$ cat config.mk
export PLATFORM = sky130hd
export DESIGN_NAME = mem_arbiter_flat
export DESIGN_NICKNAME = d
export VERILOG_FILES = /design/src/rtl/mem_arbiter_if.sv /design/src/rtl/mem_arbiter.sv /design/src/flat_wrapper.sv
export SDC_FILE = /design/constraint.sdc
export NUM_CORES = 1
export LEC_CHECK = 0
export CAP_MARGIN = 40
export CELL_PAD_IN_SITES_DETAIL_PLACEMENT = 0
export CELL_PAD_IN_SITES_GLOBAL_PLACEMENT = 1
export CORE_ASPECT_RATIO = 0.8
export CORE_MARGIN = 2
export CORE_UTILIZATION = 30
export CTS_BUF_LIST = sky130_fd_sc_hd__clkbuf_8 sky130_fd_sc_hd__clkbuf_16
export DETAILED_ROUTE_END_ITERATION = 7
export GPL_TIMING_DRIVEN = 0
export PLACE_DENSITY_LB_ADDON = 0.1
export SYNTH_ARGS = -nofsm -noshare
export SYNTH_HDL_FRONTEND = slang
export SYNTH_SLANG_ARGS = --single-unit
$ cat constraint.sdc
create_clock -name clk -period 3.1 [get_ports clk]
set_clock_uncertainty 0.15 [all_clocks]
set_input_delay 0.62 -clock clk [delete_from_list [all_inputs] [get_ports clk]]
set_output_delay 0.62 -clock clk [all_outputs]
set_load 0.005 [all_outputs]
$ cat src/rtl/mem_arbiter_if.sv
// rtl/mem_arbiter_if.sv - requester request/response handshake bundle for mem_arbiter
interface mem_arbiter_if #(
  parameter int ADDR_WIDTH = 5,
  parameter int DATA_WIDTH = 4
);
  logic                  req_valid;
  logic                  req_ready;
  logic                  req_we;
  logic [ADDR_WIDTH-1:0] req_addr;
  logic [DATA_WIDTH-1:0] req_wdata;
  logic                  rsp_valid;
  logic                  rsp_ready;
  logic [DATA_WIDTH-1:0] rsp_rdata;

  modport master (
    output req_valid, req_we, req_addr, req_wdata, rsp_ready,
    input  req_ready, rsp_valid, rsp_rdata
  );

  modport slave (
    input  req_valid, req_we, req_addr, req_wdata, rsp_ready,
    output req_ready, rsp_valid, rsp_rdata
  );
endinterface

$ cat src/rtl/mem_arbiter.sv
// rtl/mem_arbiter.sv - round-robin two-port arbiter and sequencer for the single-port data memory
module mem_arbiter #(
  parameter int ADDR_WIDTH = 5,
  parameter int DATA_WIDTH = 4
) (
  input  logic                  clk,
  input  logic                  rst,
  mem_arbiter_if.slave          r0,
  mem_arbiter_if.slave          r1,
  output logic                  mem_we,
  output logic [ADDR_WIDTH-1:0] mem_addr,
  output logic [DATA_WIDTH-1:0] mem_data_in,
  input  logic [DATA_WIDTH-1:0] mem_data_out,
  output logic                  busy
);

  typedef enum logic [1:0] {IDLE, EXEC, RESP} state_t;

  state_t                state;
  logic [ADDR_WIDTH-1:0] addr_q;
  logic [DATA_WIDTH-1:0] wdata_q;
  logic [DATA_WIDTH-1:0] rdata_q;
  logic                  we_q;
  logic                  owner_q;
  logic                  last_grant;
  logic                  rsp_valid_q;

  logic any_valid;
  logic grant;
  logic accept;
  logic owner_ready;

  // On a tie the requester that did not win last time is chosen.
  always_comb begin
    any_valid   = r0.req_valid | r1.req_valid;
    grant       = (r0.req_valid & r1.req_valid) ? ~last_grant : r1.req_valid;
    accept      = (state == IDLE) & any_valid;
    owner_ready = owner_q ? r1.rsp_ready : r0.rsp_ready;
  end

  assign r0.req_ready = accept & ~grant;
  assign r1.req_ready = accept & grant;

  always_ff @(posedge clk or posedge rst) begin
    if (rst) begin
      state       <= IDLE;
      addr_q      <= '0;
      wdata_q     <= '0;
      rdata_q     <= '0;
      we_q        <= 1'b0;
      owner_q     <= 1'b0;
      last_grant  <= 1'b1;
      rsp_valid_q <= 1'b0;
      mem_we      <= 1'b0;
    end else begin
      case (state)
        IDLE: begin
          if (any_valid) begin
            owner_q    <= grant;
            last_grant <= grant;
            we_q       <= grant ? r1.req_we    : r0.req_we;
            addr_q     <= grant ? r1.req_addr  : r0.req_addr;
            wdata_q    <= grant ? r1.req_wdata : r0.req_wdata;
            mem_we     <= grant ? r1.req_we    : r0.req_we;
            state      <= EXEC;
          end
        end
        EXEC: begin
          // The write commits at this edge; a read captures the combinational memory output.
          mem_we      <= 1'b0;
          rdata_q     <= we_q ? wdata_q : mem_data_out;
          rsp_valid_q <= 1'b1;
          state       <= RESP;
        end
        RESP: begin
          if (owner_ready) begin
            rsp_valid_q <= 1'b0;
            state       <= IDLE;
          end
        end
        default: state <= IDLE;
      endcase
    end
  end

  assign mem_addr     = addr_q;
  assign mem_data_in  = wdata_q;
  assign busy         = (state != IDLE);

  assign r0.rsp_valid = rsp_valid_q & ~owner_q;
  assign r1.rsp_valid = rsp_valid_q & owner_q;
  assign r0.rsp_rdata = owner_q ? '0 : rdata_q;
  assign r1.rsp_rdata = owner_q ? rdata_q : '0;

endmodule

$ cat src/flat_wrapper.sv
// flat-port wrapper written by rule: the top's interface ports become plain ports
module mem_arbiter_flat 
#(
  parameter int ADDR_WIDTH = 5,
  parameter int DATA_WIDTH = 4
)
  (clk, rst, mem_we, mem_addr, mem_data_in, mem_data_out, busy, r0_req_valid, r0_req_we, r0_req_addr, r0_req_wdata, r0_rsp_ready, r0_req_ready, r0_rsp_valid, r0_rsp_rdata, r1_req_valid, r1_req_we, r1_req_addr, r1_req_wdata, r1_rsp_ready, r1_req_ready, r1_rsp_valid, r1_rsp_rdata);
  mem_arbiter_if #(.ADDR_WIDTH(ADDR_WIDTH), .DATA_WIDTH(DATA_WIDTH)) r0_i ();
  mem_arbiter_if #(.ADDR_WIDTH(ADDR_WIDTH), .DATA_WIDTH(DATA_WIDTH)) r1_i ();
  input  logic clk;
  input  logic rst;
  output logic mem_we;
  output logic [ADDR_WIDTH-1:0] mem_addr;
  output logic [DATA_WIDTH-1:0] mem_data_in;
  input  logic [DATA_WIDTH-1:0] mem_data_out;
  output logic busy;
  input wire logic [$bits(r0_i.req_valid)-1:0] r0_req_valid;
  input wire logic [$bits(r0_i.req_we)-1:0] r0_req_we;
  input wire logic [$bits(r0_i.req_addr)-1:0] r0_req_addr;
  input wire logic [$bits(r0_i.req_wdata)-1:0] r0_req_wdata;
  input wire logic [$bits(r0_i.rsp_ready)-1:0] r0_rsp_ready;
  output wire logic [$bits(r0_i.req_ready)-1:0] r0_req_ready;
  output wire logic [$bits(r0_i.rsp_valid)-1:0] r0_rsp_valid;
  output wire logic [$bits(r0_i.rsp_rdata)-1:0] r0_rsp_rdata;
  input wire logic [$bits(r1_i.req_valid)-1:0] r1_req_valid;
  input wire logic [$bits(r1_i.req_we)-1:0] r1_req_we;
  input wire logic [$bits(r1_i.req_addr)-1:0] r1_req_addr;
  input wire logic [$bits(r1_i.req_wdata)-1:0] r1_req_wdata;
  input wire logic [$bits(r1_i.rsp_ready)-1:0] r1_rsp_ready;
  output wire logic [$bits(r1_i.req_ready)-1:0] r1_req_ready;
  output wire logic [$bits(r1_i.rsp_valid)-1:0] r1_rsp_valid;
  output wire logic [$bits(r1_i.rsp_rdata)-1:0] r1_rsp_rdata;
  assign r0_i.req_valid = r0_req_valid;
  assign r0_i.req_we = r0_req_we;
  assign r0_i.req_addr = r0_req_addr;
  assign r0_i.req_wdata = r0_req_wdata;
  assign r0_i.rsp_ready = r0_rsp_ready;
  assign r0_req_ready = r0_i.req_ready;
  assign r0_rsp_valid = r0_i.rsp_valid;
  assign r0_rsp_rdata = r0_i.rsp_rdata;
  assign r1_i.req_valid = r1_req_valid;
  assign r1_i.req_we = r1_req_we;
  assign r1_i.req_addr = r1_req_addr;
  assign r1_i.req_wdata = r1_req_wdata;
  assign r1_i.rsp_ready = r1_rsp_ready;
  assign r1_req_ready = r1_i.req_ready;
  assign r1_rsp_valid = r1_i.rsp_valid;
  assign r1_rsp_rdata = r1_i.rsp_rdata;
  mem_arbiter #(.ADDR_WIDTH(ADDR_WIDTH), .DATA_WIDTH(DATA_WIDTH)) u_core (.clk(clk), .rst(rst), .r0(r0_i), .r1(r1_i), .mem_we(mem_we), .mem_addr(mem_addr), .mem_data_in(mem_data_in), .mem_data_out(mem_data_out), .busy(busy));
endmodule
==> flow_summary.toml <==
[outcome]
outcome = "finished clean"

[die]
core-area_um2 = 3130
die-area_um2 = 3810
fp-row-count = 18
boundaryPins = 53
dieHeight_um = 55.6
die_x_um = 68.5
start_util = 0.319

[clocking]
clkSinkCount = 20
ctsHoldBuffers = 0
htreeDepth = 1
clk-insertion-delay-late_ps = 250
cts_tree = "built"
cts_root_buf = "clkbuf_8"
clk_path_buf_depth = 2
numCtsBuffers = 3
path_clk_slew_ps = 70

[final_layout]
insertedDiodeCount = 0
drive_above_1_share = 0.123
area_growth_pct = 63.9
num-fill-cells = 278
final-instance-count-excl-fill = 186
nets = 177

[power]
power_w = 0.00142
power_leakage_nw = 0.731
clockPowerShare = 0.117
combPwrFrac = 0.540
power.switching_w = 0.000466
power.density_nw_per_um2 = 869
power.internal_w = 0.000957
peakVddDrop_mv = 0.435
seq_power_share = 0.344
switching_share = 0.327

[worst_setup_path]
cp_max_fo = 6
r2r_slack_ps = 1380
arrival_ps = 2240
endpoint_kind = "output port"
critical_path.startpoint_type = "input port"
critical_path.startpoint = "r1_req_valid"
r2r_start = "u_core.last_grant"
cp_cell_sequence = "clkdlybuf4s50_1, a21boi_4, buf_6, and2_1, clkdlybuf4s50_1"
critPathSlowestCell = "clkdlybuf4s50_1"
path_buf_inv = 3
cpMostUsedCell = "clkdlybuf4s50_1"
critPathMaxStageDelay_ps = 520
path_class = "in -> out"
cp_top_family = "buffers and inverters"
worstSetupPathDepth = 5
worst_r2r_endpoint = "u_core.mem_addr[2]"
reg2reg_depth = 5
worstSetupEndpoint = "r1_req_ready"
required_ps = 2330

[timing]
period_needed_ps = 3010
period_share = 0.971
rsz0062_at_grt = "false"
final-hold-violation-count = 0
timing.fmax_mhz = 332
drv_slew = 0
worstMarginPinSlew_ps = 760
setup_violations = 0
setup_ws_ps = 88.8
relSlewSlack = 0.493

[place]
dp_cells = 180
place.gp.congestion = 0.730
dp_hpwl_mm = 1.89
place_ws_ps = 8.72
portBuffers = 52

[job]
cap_viol_max_count = 0

[synthesis]
yosysSeqAreaShare = 0.503
syn_nets = 118
synth_seq_cells = 20
synth_ff_type = "dfrtp_1"
syn_area_um2 = 998
synthCells = 88
ys_async_sr_fraction = 1.00
synth.avg_cell_area_um2 = 11.3
ys_warn_count = 0
synth-edff-count = 0
ys_types = 25

[drt]
wl_per_cell_um = 13.2
viasPerCell = 4.70
drt_iter0_drc = 13
drc_errors = 0
ant_nets = 0
dr.pass1.iters = 4
vias = 874
wirelength_mm = 2.45

[global_routing]
antenna_found_initial = 0
grt_overflow = 0
grt_pass1_wl_mm = 3.88
grt_max_degree = 21
grt_pass1_vias = 833
track_usage = 0.137

[hold_path]
hp-class = "reg -> reg"
synthesized netlist by cell type, types with 2 or more instances:
library cell	instances	share of area
inv_1	4	0.015
clkbuf_1	3	0.011
nand2_1	6	0.023
and2_1	6	0.038
nor2_1	2	0.0075
dfrtp_1	19	0.48
a21o_1	2	0.015
o21ai_0	6	0.030
mux2_4	2	0.030
mux2i_1	7	0.070
nor2b_1	4	0.025
a221o_1	6	0.060
and3_1	6	0.038
mux2_2	4	0.045
worst min-delay path by stage:
| stage | from | to | slack [ps] | depth (start not counted) |
|---|---|---|---|---|
| after floorplan | u_core.rdata_q[0] | u_core.rdata_q[0] | 310 | 2 |
| final | u_core.rdata_q[1] | u_core.rdata_q[1] | 350 | 2 |
| after global routing | u_core.rdata_q[1] | u_core.rdata_q[1] | 370 | 2 |
| after detailed placement | u_core.rdata_q[0] | u_core.rdata_q[0] | 330 | 2 |
| after global placement | u_core.rdata_q[2] | u_core.rdata_q[2] | 320 | 2 |
| after CTS | u_core.rdata_q[0] | u_core.rdata_q[0] | 350 | 2 |
area by class of cell:
cell class | count | area, µm² | area share
plain buffers | 5 | 27.5 | 0.0168
clock buffers | 3 | 41.3 | 0.0252
clock inverters | 1 | 3.75 | 0.00229
inverters | 4 | 15.0 | 0.00917
multi-input cells | 59 | 462 | 0.282
flip-flops and latches | 20 | 502 | 0.307
well taps | 40 | 50.0 | 0.0306
repair buffers | 54 | 536 | 0.327
metal layers:
metal / share of wire / wire (µm) / up-vias / track usage
met2: 0.51 / 1240 / 21 / 0.228
met1: 0.44 / 1070 / 424 / 0.175
li1: - / - / 427 / -
met5: 0 / 0 / - / 0
met3: 0.049 / 121 / 2 / 0.0445
met4: 0.0053 / 13 / 0 / 0.0171
tightest hold or removal path, delay by kind of cell, from the launching register on:
family	cells	cell delay (ps)
AOI/OAI and AO/OA	1	60
DFF	1	350
and+or+nand+nor	1	50
state kept, by name (all words and copies together), names as in the netlist:
name and count:
u_core.last_grant 1, u_core.mem_addr 5, u_core.mem_data_in 4, u_core.mem_we 1, u_core.owner_q 1, u_core.rdata_q 4
u_core.rsp_valid_q 1, u_core.state 2, u_core.we_q 1
kinds of logic (layout without fill, tap and decap cells):
kind of cell / count (synthesis) / in the layout / synth area share
AOI/OAI and AO/OA: 17 / 17 / 0.130
DFF: 20 / 20 / 0.503
buffers and inverters: 9 / 67 / 0.0426
muxes: 13 / 13 / 0.145
and+or+nand+nor: 29 / 29 / 0.179
cell usage in the layout (no fill, tap or decap):
| cell | n |
|---|---|
| nand2b_1 | 1 |
| nand3b_1 | 1 |
| clkbuf_8 | 3 |
| dfstp_2 | 1 |
| buf_6 | 1 |
| buf_2 | 1 |
| a21o_1 | 2 |
| clkdlybuf4s50_1 | 52 |
| mux2_4 | 2 |
| o21ai_0 | 6 |
| nor2_4 | 1 |
| mux2i_1 | 7 |
| clkbuf_1 | 3 |
| and2_1 | 6 |
| a21boi_4 | 1 |
| a21oi_1 | 1 |
| nor2b_1 | 4 |
| nor3_4 | 1 |
| nor2_1 | 2 |
| a221o_1 | 6 |
| nor3b_1 | 1 |
| o21ai_2 | 1 |
| buf_4 | 2 |
| nand2_1 | 6 |
| and3_1 | 6 |
| mux2_2 | 4 |
| dfrtp_1 | 19 |
| inv_1 | 5 |
power by group through the flow:
stage / clock, W / combinational [W] / sequential, W
6_report: 0.000166 / 0.000768 / 0.000489
5_1_grt: 0.000186 / 0.000846 / 0.000506
4_1_cts: 0.000174 / 0.000776 / 0.000490
3_5_place_dp: 0 / 0.000775 / 0.000492
3_3_place_gp: 0 / 0.000764 / 0.000486
2_1_floorplan: 0 / 0.000375 / 0.000480
repair_timing:
| item | 4_1_cts | 5_1_grt |
|---|---|---|
| endpoints found under the setup margin | 1 | 1 |
| cloned | 0 | 0 |
| buffers inserted | 0 | 2 |
| resized for setup | 1 | 0 |
| endpoints found under the hold margin | 0 | 0 |
through the flow:
stage	TNS, ps	hold slack, ps	utilization	instance area [µm²]
floorplan	0	306	-	998
global placement	-3.76	323	0.501	1570
detailed placement	0	331	0.501	1570
CTS	0	349	0.518	1620
global route	0	368	0.523	1640
finish	0	346	0.523	1640
(Power assumes the default switching activity.)
